### config.mk
export PLATFORM = sky130hd
export DESIGN_NAME = haar_dwt_line_engine
export DESIGN_NICKNAME = d
export VERILOG_FILES = /design/src/rtl/haar_dwt_line_engine.sv
export SDC_FILE = /design/constraint.sdc
export NUM_CORES = 2
export LEC_CHECK = 0
export ABC_AREA = 1
export CAP_MARGIN = 10
export CELL_PAD_IN_SITES_DETAIL_PLACEMENT = 0
export CELL_PAD_IN_SITES_GLOBAL_PLACEMENT = 1
export CORE_UTILIZATION = 45
export CTS_CLUSTER_DIAMETER = 50
export DETAILED_ROUTE_END_ITERATION = 7
export HOLD_SLACK_MARGIN = 0.15
export PLACE_DENSITY = 0.69
export SLEW_MARGIN = 25
export SYNTH_ARGS = -nofsm -noshare
export SYNTH_HDL_FRONTEND = slang
export SYNTH_SLANG_ARGS = --single-unit
### constraint.sdc
create_clock -name HCLK -period 24.1 [get_ports HCLK]
set_input_delay 3.615 -clock HCLK [delete_from_list [all_inputs] [get_ports HCLK]]
set_output_delay 3.615 -clock HCLK [all_outputs]
set_load 0.005 [all_outputs]
### src/rtl/haar_dwt_line_engine.sv
// haar_dwt_line_engine
//   Streaming 1-D integer Haar (lifting) engine. Forward mode turns each line
//   of LINE_LEN pixels into LINE_LEN/2 low-pass (s) coefficients followed by
//   LINE_LEN/2 high-pass (d) coefficients. Inverse mode consumes that subband
//   order and rebuilds the pixel line. Direction is chosen per frame at start.
//
// Ports
//   HCLK, HRESETn        clock, asynchronous active-low reset
//   start, mode          frame start pulse (accepted in IDLE); 0=forward 1=inverse
//   in_valid/in_ready    input handshake, in_data = signed sample/coefficient
//   out_valid/out_ready  output handshake, out_data = signed result
//   out_last             final output beat of each line
//   busy                 frame in progress
//   frame_done           sticky end-of-frame flag, cleared by the next start
//
// State table
//   IDLE      | waiting for start
//   F_EVEN    | forward: take even sample a
//   F_ODD     | forward: take odd sample b, emit s, store d
//   F_DRAIN   | forward: emit stored d coefficients, last one flagged
//   I_LOAD    | inverse: store the line's s coefficients
//   I_H       | inverse: take d, emit a, hold b
//   I_ODD_OUT | inverse: emit held b once a has been accepted
//   DONE      | frame finished, one cycle before IDLE

module haar_dwt_line_engine #(
  parameter int DATA_W    = 8,
  parameter int LINE_LEN  = 512,
  parameter int NUM_LINES = 512
) (
  input  logic                     HCLK,
  input  logic                     HRESETn,
  input  logic                     start,
  input  logic                     mode,
  input  logic                     in_valid,
  output logic                     in_ready,
  input  logic signed [DATA_W:0]   in_data,
  output logic                     out_valid,
  input  logic                     out_ready,
  output logic signed [DATA_W:0]   out_data,
  output logic                     out_last,
  output logic                     busy,
  output logic                     frame_done
);

  localparam int C_W    = DATA_W + 1;
  localparam int HALF   = LINE_LEN / 2;
  localparam int IDX_W  = (HALF > 1) ? $clog2(HALF) : 1;
  localparam int LINE_W = (NUM_LINES > 1) ? $clog2(NUM_LINES) : 1;

  localparam logic [IDX_W-1:0]  K_LAST    = IDX_W'(HALF - 1);
  localparam logic [LINE_W-1:0] LINE_LAST = LINE_W'(NUM_LINES - 1);

  typedef enum logic [2:0] {
    IDLE,
    F_EVEN,
    F_ODD,
    F_DRAIN,
    I_LOAD,
    I_H,
    I_ODD_OUT,
    DONE
  } state_t;

  state_t            state_q, state_d;
  logic              mode_q, mode_d;
  logic              busy_q, busy_d;
  logic              frame_done_q, frame_done_d;
  logic [IDX_W-1:0]  k_q, k_d;
  logic [LINE_W-1:0] line_q, line_d;
  logic [C_W-1:0]    a_q, a_d;
  logic [C_W-1:0]    b_q, b_d;
  logic              out_valid_q, out_valid_d;
  logic [C_W-1:0]    out_data_q, out_data_d;
  logic              out_last_q, out_last_d;

  // Half-line buffer: forward holds d coefficients, inverse holds s.
  logic [C_W-1:0]    mem [HALF];
  logic              mem_we;
  logic [IDX_W-1:0]  mem_wa;
  logic [C_W-1:0]    mem_wd;
  logic [IDX_W-1:0]  mem_ra;
  logic [C_W-1:0]    rd_data_q;

  logic              consuming;
  logic              out_free;
  logic              out_fire;
  logic              in_fire;
  logic              last_held;

  // Lifting arithmetic. The results are kept to C_W bits, which wraps exactly
  // like a C_W+1 wide datapath truncated at the end. Only the difference needs
  // the extra bit, because floor(d/2) is its top C_W bits.
  logic [C_W:0]      fwd_diff;
  logic [C_W-1:0]    fwd_sum;
  logic [C_W-1:0]    inv_half;
  logic [C_W-1:0]    inv_a;
  logic [C_W-1:0]    inv_b;

  assign fwd_diff = {in_data[C_W-1], in_data} - {a_q[C_W-1], a_q};
  assign fwd_sum  = a_q + fwd_diff[C_W:1];
  assign inv_half = {in_data[C_W-1], in_data[C_W-1:1]};
  assign inv_a    = rd_data_q - inv_half;
  assign inv_b    = in_data + inv_a;

  assign consuming = (state_q == F_EVEN) || (state_q == F_ODD) ||
                     (state_q == I_LOAD) || (state_q == I_H);
  assign out_free  = !out_valid_q || out_ready;
  assign out_fire  = out_valid_q && out_ready;
  assign in_ready  = consuming && out_free;
  assign in_fire   = in_valid && in_ready;
  // The flagged final beat of a line is loaded and waiting for acceptance.
  assign last_held = out_valid_q && out_last_q;

  assign out_valid  = out_valid_q;
  assign out_data   = out_data_q;
  assign out_last   = out_last_q;
  assign busy       = busy_q;
  assign frame_done = frame_done_q;

  always_comb begin
    state_d      = state_q;
    mode_d       = mode_q;
    busy_d       = busy_q;
    frame_done_d = frame_done_q;
    k_d          = k_q;
    line_d       = line_q;
    a_d          = a_q;
    b_d          = b_q;
    out_valid_d  = out_valid_q && !out_ready;
    out_data_d   = out_data_q;
    out_last_d   = out_last_q;
    mem_we       = 1'b0;
    mem_wa       = k_q;
    mem_wd       = in_data;
    // Keeping the read address on k leaves buffer[k] waiting in rd_data_q.
    mem_ra       = k_q;

    case (state_q)
      IDLE: begin
        if (start) begin
          mode_d       = mode;
          busy_d       = 1'b1;
          frame_done_d = 1'b0;
          k_d          = '0;
          line_d       = '0;
          state_d      = mode ? I_LOAD : F_EVEN;
        end
      end

      F_EVEN: begin
        if (in_fire) begin
          a_d     = in_data;
          state_d = F_ODD;
        end
      end

      F_ODD: begin
        if (in_fire) begin
          out_valid_d = 1'b1;
          out_data_d  = fwd_sum;
          out_last_d  = 1'b0;
          mem_we      = 1'b1;
          mem_wd      = fwd_diff[C_W-1:0];
          if (k_q == K_LAST) begin
            // Prefetch buffer[0] so the first H beat can follow the last L beat.
            k_d     = '0;
            mem_ra  = '0;
            state_d = F_DRAIN;
          end else begin
            k_d     = k_q + IDX_W'(1);
            state_d = F_EVEN;
          end
        end
      end

      F_DRAIN: begin
        if (!last_held && out_free) begin
          out_valid_d = 1'b1;
          out_data_d  = rd_data_q;
          if (k_q == K_LAST) begin
            out_last_d = 1'b1;
          end else begin
            out_last_d = 1'b0;
            k_d        = k_q + IDX_W'(1);
            mem_ra     = k_q + IDX_W'(1);
          end
        end
      end

      I_LOAD: begin
        if (in_fire) begin
          mem_we = 1'b1;
          mem_wd = in_data;
          if (k_q == K_LAST) begin
            k_d     = '0;
            mem_ra  = '0;
            state_d = I_H;
          end else begin
            k_d = k_q + IDX_W'(1);
          end
        end
      end

      I_H: begin
        if (in_fire) begin
          out_valid_d = 1'b1;
          out_data_d  = inv_a;
          out_last_d  = 1'b0;
          b_d         = inv_b;
          state_d     = I_ODD_OUT;
        end
      end

      I_ODD_OUT: begin
        // Fetch s for the next pair while b is pending.
        mem_ra = k_q + IDX_W'(1);
        if (!last_held && out_fire) begin
          out_valid_d = 1'b1;
          out_data_d  = b_q;
          if (k_q == K_LAST) begin
            out_last_d = 1'b1;
          end else begin
            out_last_d = 1'b0;
            k_d        = k_q + IDX_W'(1);
            state_d    = I_H;
          end
        end
      end

      DONE: begin
        state_d = IDLE;
      end

      default: begin
        state_d = IDLE;
      end
    endcase

    // Line end: the flagged beat leaves the output register.
    if (out_fire && out_last_q) begin
      out_last_d = 1'b0;
      k_d        = '0;
      if (line_q != LINE_LAST) begin
        line_d  = line_q + LINE_W'(1);
        state_d = mode_q ? I_LOAD : F_EVEN;
      end else begin
        busy_d       = 1'b0;
        frame_done_d = 1'b1;
        state_d      = DONE;
      end
    end
  end

  always_ff @(posedge HCLK or negedge HRESETn) begin
    if (!HRESETn) begin
      state_q      <= IDLE;
      mode_q       <= 1'b0;
      busy_q       <= 1'b0;
      frame_done_q <= 1'b0;
      k_q          <= '0;
      line_q       <= '0;
      a_q          <= '0;
      b_q          <= '0;
      out_valid_q  <= 1'b0;
      out_data_q   <= '0;
      out_last_q   <= 1'b0;
    end else begin
      state_q      <= state_d;
      mode_q       <= mode_d;
      busy_q       <= busy_d;
      frame_done_q <= frame_done_d;
      k_q          <= k_d;
      line_q       <= line_d;
      a_q          <= a_d;
      b_q          <= b_d;
      out_valid_q  <= out_valid_d;
      out_data_q   <= out_data_d;
      out_last_q   <= out_last_d;
    end
  end

  always_ff @(posedge HCLK) begin
    if (mem_we) begin
      mem[mem_wa] <= mem_wd;
    end
    rd_data_q <= mem[mem_ra];
  end

endmodule

# Word level (Yosys, flattened, before mapping)
# Memory sizes are Yosys's and may differ from the RTL's. A register that Yosys moved wholly into a read port is not among the register bits.
# Index checks and enable logic that the tools add are counted.
op_classes:
  add_sub_neg: 6
  n_eq_ne: 24
  mux: 58
  n_reduce_logical: 29
ops:
  columns: ["operator", "n"]
  rows:
  - ["$mux 9", 10]
  - ["$mux 8", 9]
  - ["$mux 3", 12]
  - ["$pmux 9 s4", 1]
  - ["$pmux 8 s4", 1]
  - ["$pmux 8 s3", 1]
  - ["$pmux 3 s7", 1]
  - ["$mux 1", 20]
  - ["$add 9x9->9", 2]
  - ["$eq 3x3->1 const B", 4]
  - ["$ne 3x2->1 const B", 4]
  - ["$ne 3x3->1 const B", 4]
  - ["$sub 9x9->10", 1]
  - ["$add 9x1->9 const B", 1]
  - ["$ne 3x1->1 const B", 3]
  - ["$ne 9x9->1 const B", 1]
  - ["$reduce_and 9->1", 1]
  - ["$sub 9x9->9", 1]
  - ["$add 8x1->8 const B", 1]
  - ["$eq 8x8->1 const B", 1]
  - ["$logic_and 1x1->1", 8]
  - ["$ne 2x2->1 const B", 4]
  - ["$reduce_and 4->1", 2]
  - ["$reduce_bool 4->1", 2]
  - ["12 further kinds", 22]
word_totals:
  reg_bits: 52
  mem_bits_rw: 2304
  out_inout_bits: 14
  elab_cells: 129
  mem_count: 1
memory_table:
  columns: ["memory", "words", "word_bits", "read_ports", "rd_clocked_by_memory_dff", "write_ports", "line_no", "source"]
  rows:
  - ["mem", 256, 9, 1, 1, 1, "78", "logic [C_W-1:0] mem [HALF];"]

# Longest topological paths before layout
logic_depth:
  depth_word: 10
  depth_mapped: 26
  mapped_depth_nobuf: 24

# Worst setup path after synthesis
# OpenSTA, ideal clock, no wires.
synth_path:
  path_kind: "input port to flip-flop"
  start: "input in_data[0]"
  end: "memory mem[0][6] in the netlist's numbering (data pin)"
  setup_time_ps: 2187
  arrival_time_ps: 14790
  slack_ps: 7123
  stages: 10
  n_path_buf: 0
  path_cell_list: "inv_1 > ha_1 > inv_1 > fa_1 > a21oi_1 > o21ai_0 > a21oi_1 > o21bai_1 > xor2_1 > o21ai_0"
synth_via:
  elab_chain_cells: 3
synth_lines:
  columns: ["element", "line_no", "source"]
  rows:
  - ["from (decl)", "37", "input logic signed [DATA_W:0] in_data,"]
  - ["$sub 9x9->10", "100", "assign fwd_diff = {in_data[C_W-1], in_data} - {a_q[C_W-1], a_q};"]
  - ["$mux 9", "159", "if (in_fire) begin"]
  - ["$mux 9", null, null]
  - ["named net mem_wd[6]", "81", "logic [C_W-1:0] mem_wd;"]
  - ["to (decl)", "78", null]
# The timed path passes the listed nets, and every way through them passes these cells.

# Final worst setup path
layout_path:
  start: "input out_ready"
  end: "register rd_data_q[3] (read register of mem)"
layout_via:
  elab_chain_cells: 5
  elab_cells_between_ends: 7
  classes_between: "mux: 3; reduce/logical: 4"
layout_lines:
  columns: ["element", "line_no", "source"]
  rows:
  - ["from (decl)", "39", "input logic out_ready,"]
  - ["$logic_or 1x1->1 *", "108", "assign out_free = !out_valid_q || out_ready;"]
  - ["$logic_and 1x1->1", "110", "assign in_ready = consuming && out_free;"]
  - ["$logic_and 1x1->1", "111", "assign in_fire = in_valid && in_ready;"]
  - ["$mux 8", "159", null]
  - ["$pmux 8 s3 *", "139", "case (state_q)"]
  - ["to (decl)", "83", "logic [C_W-1:0] rd_data_q;"]
# Mark *: on every way between the ends. The rest lies on a longest branch, timed or not.
# A chain may end at the register's enable or synchronous reset.

==> results.cfg <==
[placed_design]
place_ws_ns = 13.57
place_area_um2 = 106000
hpwlAfterDp_um = 181000
portBuffers = 28
gp_congestion = 0.861

[sta]
clock.fmax_mhz = 102
hold_violations = 0
slew_viol_final = 0
fin_crit_ns = 9.78
layout_worst_path_cycle_share_pct = 40.6
finalClockSkew_ns = 0.0686
worst_pin_slew_ns = 1.18
slew_headroom_pct = 21.2
tns_ns = 0
layout_setup_ws_ns = 14.32
rsz0062_at_grt = no
finalSetupViolations = 0

[finish]
fillerInstances = 20200
regArea_um2 = 70700
nets = 9433
design_area_um2 = 116000
area_growth_pct = 11.2
drive_gt1_share_pct = 6.38
final_util_pct = 50.3
multiInputGateArea_um2 = 27200

[cts]
postCtsSetupBuffers = 0
numCtsBuffers = 293
cts_max_level = 5
hold_buffers = 0
clock_path_buffers = 4
clock_latency_ns = 0.96
cts_resized = 0
clk_pin_slew_worst_paths_ns = 0.06
clock-sinks = 2365
cts_tree = built
ctsRootBufferMaster = clkbuf_16

[global_route]
antenna_found_initial = 17
grt_pass1_vias = 67800
grt_pass1_wl_um = 468000
grt_start_max_net_pins = 188
track_usage_pct = 27.3
overflow = 0

[setup_path]
crit_path_start_kind = input pin
rr_startpoint = k_q[0]$_DFFE_PN0P_
cp-endpoint = rd_data_q[3]$_DFF_P_
required_ns = 24.92
r2r_cells = 25
cp_max_fo = 80
rrSetupSlack_ns = 15.53
cp.arrival_ns = 10.60
crit_start = out_ready
cp-end-kind = flip-flop
crit_type = in2reg
r2r-end = rd_data_q[3]$_DFF_P_

[pwr]
ir_drop_mv = 0.210
leakage_nw = 43.6
power_density_nw_per_um2 = 127
total_power_mw = 14.7

[synth]
syn-num-nets = 9569
synth_flop_cell = edfxtp_1
post-synth-top-area-cell = edfxtp_1
synthAdderAreaFrac_pct = 0.570
syn_inst = 9509
synth_edf_count = 2304
ys_seq_area_share_pct = 67.9
ys_ff_latch = 2365
netlist.area_leader.share_pct = 66.5
ys_warn_count = 0
yosys.area_share.simple_pct = 23.4
synth.avg_cell_area_um2 = 10.9
synth-xor-area-share_pct = 0.202
netlist_area_um2 = 104000
synth_compound_area_share_pct = 1.66
muxShareOfSynthArea_pct = 0.0313
yosys-top-cells-area = edfxtp_1 66%, nand2_1 9.2%, nand3_1 9.0%, nand3b_1 3.8%, inv_1 3.3%
synth_top_family_by_area = simple AND/OR/NAND/NOR gates
synthDistinctLibCells = 55
synthArstFlopShare_pct = 2.20

[detailed_routing]
vias_per_cell = 5.60
dr.pass1.iters = 7
totalWireLength_um = 319000
ant_nets = 0
vias = 70700
first_iter_violations = 8580
routedWlPerCell_um = 25.3
drc = 0

[worst_hold_path]
holdPathStages = 1
hp-start = line_q[4]$_DFF_PN0_
hold_class = reg2reg

[floorplan]
rows = 176
io_pins = 29
initial_core_util_pct = 45.3
fp.dieH_um = 483
die_w_um = 483
dieArea_um2 = 233000
core_um2 = 230000

[flow_run]
maxCapViolCount = 0

[status]
status = completed
## cells in the mapped netlist (all sizes together) (3+ instances only)
cell       n
a22o       3
clkinv     4
and3       3
clkbuf   182
xor2      16
o21ai     55
xnor2      8
o211ai   125
nand4      4
or2        4
dfrtp     52
o21bai     3
a31oi      4
fa         4
nand2   2544
dfxtp      9
o21a       4
ha        41
nand3b   528
inv      917
edfxtp  2304
a21oi     36
a221oi     5
nor3      11
nor2     326
o22ai     11
buf      406
nand3   1881
## sequential cells by signal (all words and copies together) (netlist names), 3 cells and up
register	cells
out_data	9
line_q	9
k_q	8
rd_data_q	9
mem	2304
state_q	3
b_q	9
a_q	9
## report_power, final
group	internal, mW	total, mW	switching [mW]
Sequential	4.71	4.78	0.0702
Clock	2.53	4.25	1.72
Combinational	1.56	5.70	4.14
Total	8.80	14.7	5.93
## stage by stage
step / hold WS [ns] / instances
final: 0.477 / 12600
after global placement: 0.465 / 12100
after CTS: 0.481 / 12600
after floorplan: 0.439 / 9509
after global routing: 0.507 / 12600
after detailed placement: 0.469 / 12100
## layer usage
| metal | wire [um] | vias to the layer above | share of wire, % | GRT usage [%] |
|---|---|---|---|---|
| met2 | 149000 | 2865 | 47 | 43.2 |
| met1 | 136000 | 35000 | 43 | 38.3 |
| li1 | - | 32400 | - | - |
| met3 | 24400 | 510 | 7.7 | 4.24 |
| met4 | 10500 | 0 | 3.3 | 9.17 |
| met5 | 0 | - | 0 | 0 |
## cell usage in the layout, fill, tap and decap left out, types with 35 or more instances in the layout
master / instances
edfxtp_1: 2304
o211ai_1: 124
clkbuf_16: 301
o21ai_0: 42
nand3_1: 1877
ha_1: 41
buf_4: 117
clkinv_2: 39
nand3b_1: 528
a21oi_1: 35
nand2_1: 2530
inv_1: 901
nor2_1: 306
clkinv_1: 55
dfrtp_1: 52
clkbuf_1: 50
## worst max-delay path, cell delays in order
cell             delay [ns]
clkdlybuf4s50_1        0.46
inv_1                  0.07
nand2_1                0.10
nand2_1                0.12
nand3_1                0.09
nand2_1                0.12
nor2_1                 0.04
nand2_1                0.14
nand2_8                0.33
nand2_8                0.56
buf_4                  0.79
buf_4                  0.78
buf_4                  0.78
buf_4                  0.84
nand2_1                0.12
nand3_1                0.11
nand3_1                0.09
nand3_1                0.18
nand3_1                0.23
nand3_1                0.20
nand3_1                0.24
nand3_1                0.14
nand2_1                0.07
## area by class of cell
type / instances / share of cell area (%)
diodes: 7 / 0.0151
clock buffers: 351 / 6.67
clock inverters: 155 / 1.26
inverters: 921 / 3.01
multi-input cells: 5635 / 23.5
flip-flops and latches: 2365 / 61.1
well taps: 3026 / 3.27
repair buffers: 157 / 1.19
## how the worst min path moves through the flow
stage                                    endpoint  slack (ns)
after floorplan               line_q[4]$_DFF_PN0_        0.44
after global placement    out_data[6]$_DFFE_PN0P_        0.46
after detailed placement       b_q[6]$_DFFE_PN0P_        0.47
after CTS                     line_q[4]$_DFF_PN0_        0.48
after global routing          line_q[4]$_DFF_PN0_        0.51
final                         line_q[4]$_DFF_PN0_        0.48
## cells by family after synthesis
group / Yosys count
xor gates and xnor gates: 24
and+or+nand+nor: 5304
AOI/OAI and AO/OA: 259
buffers and inverters: 1509
DFF: 2365
muxes: 3
adders and majority gates: 45
(Power assumes the default switching activity.)
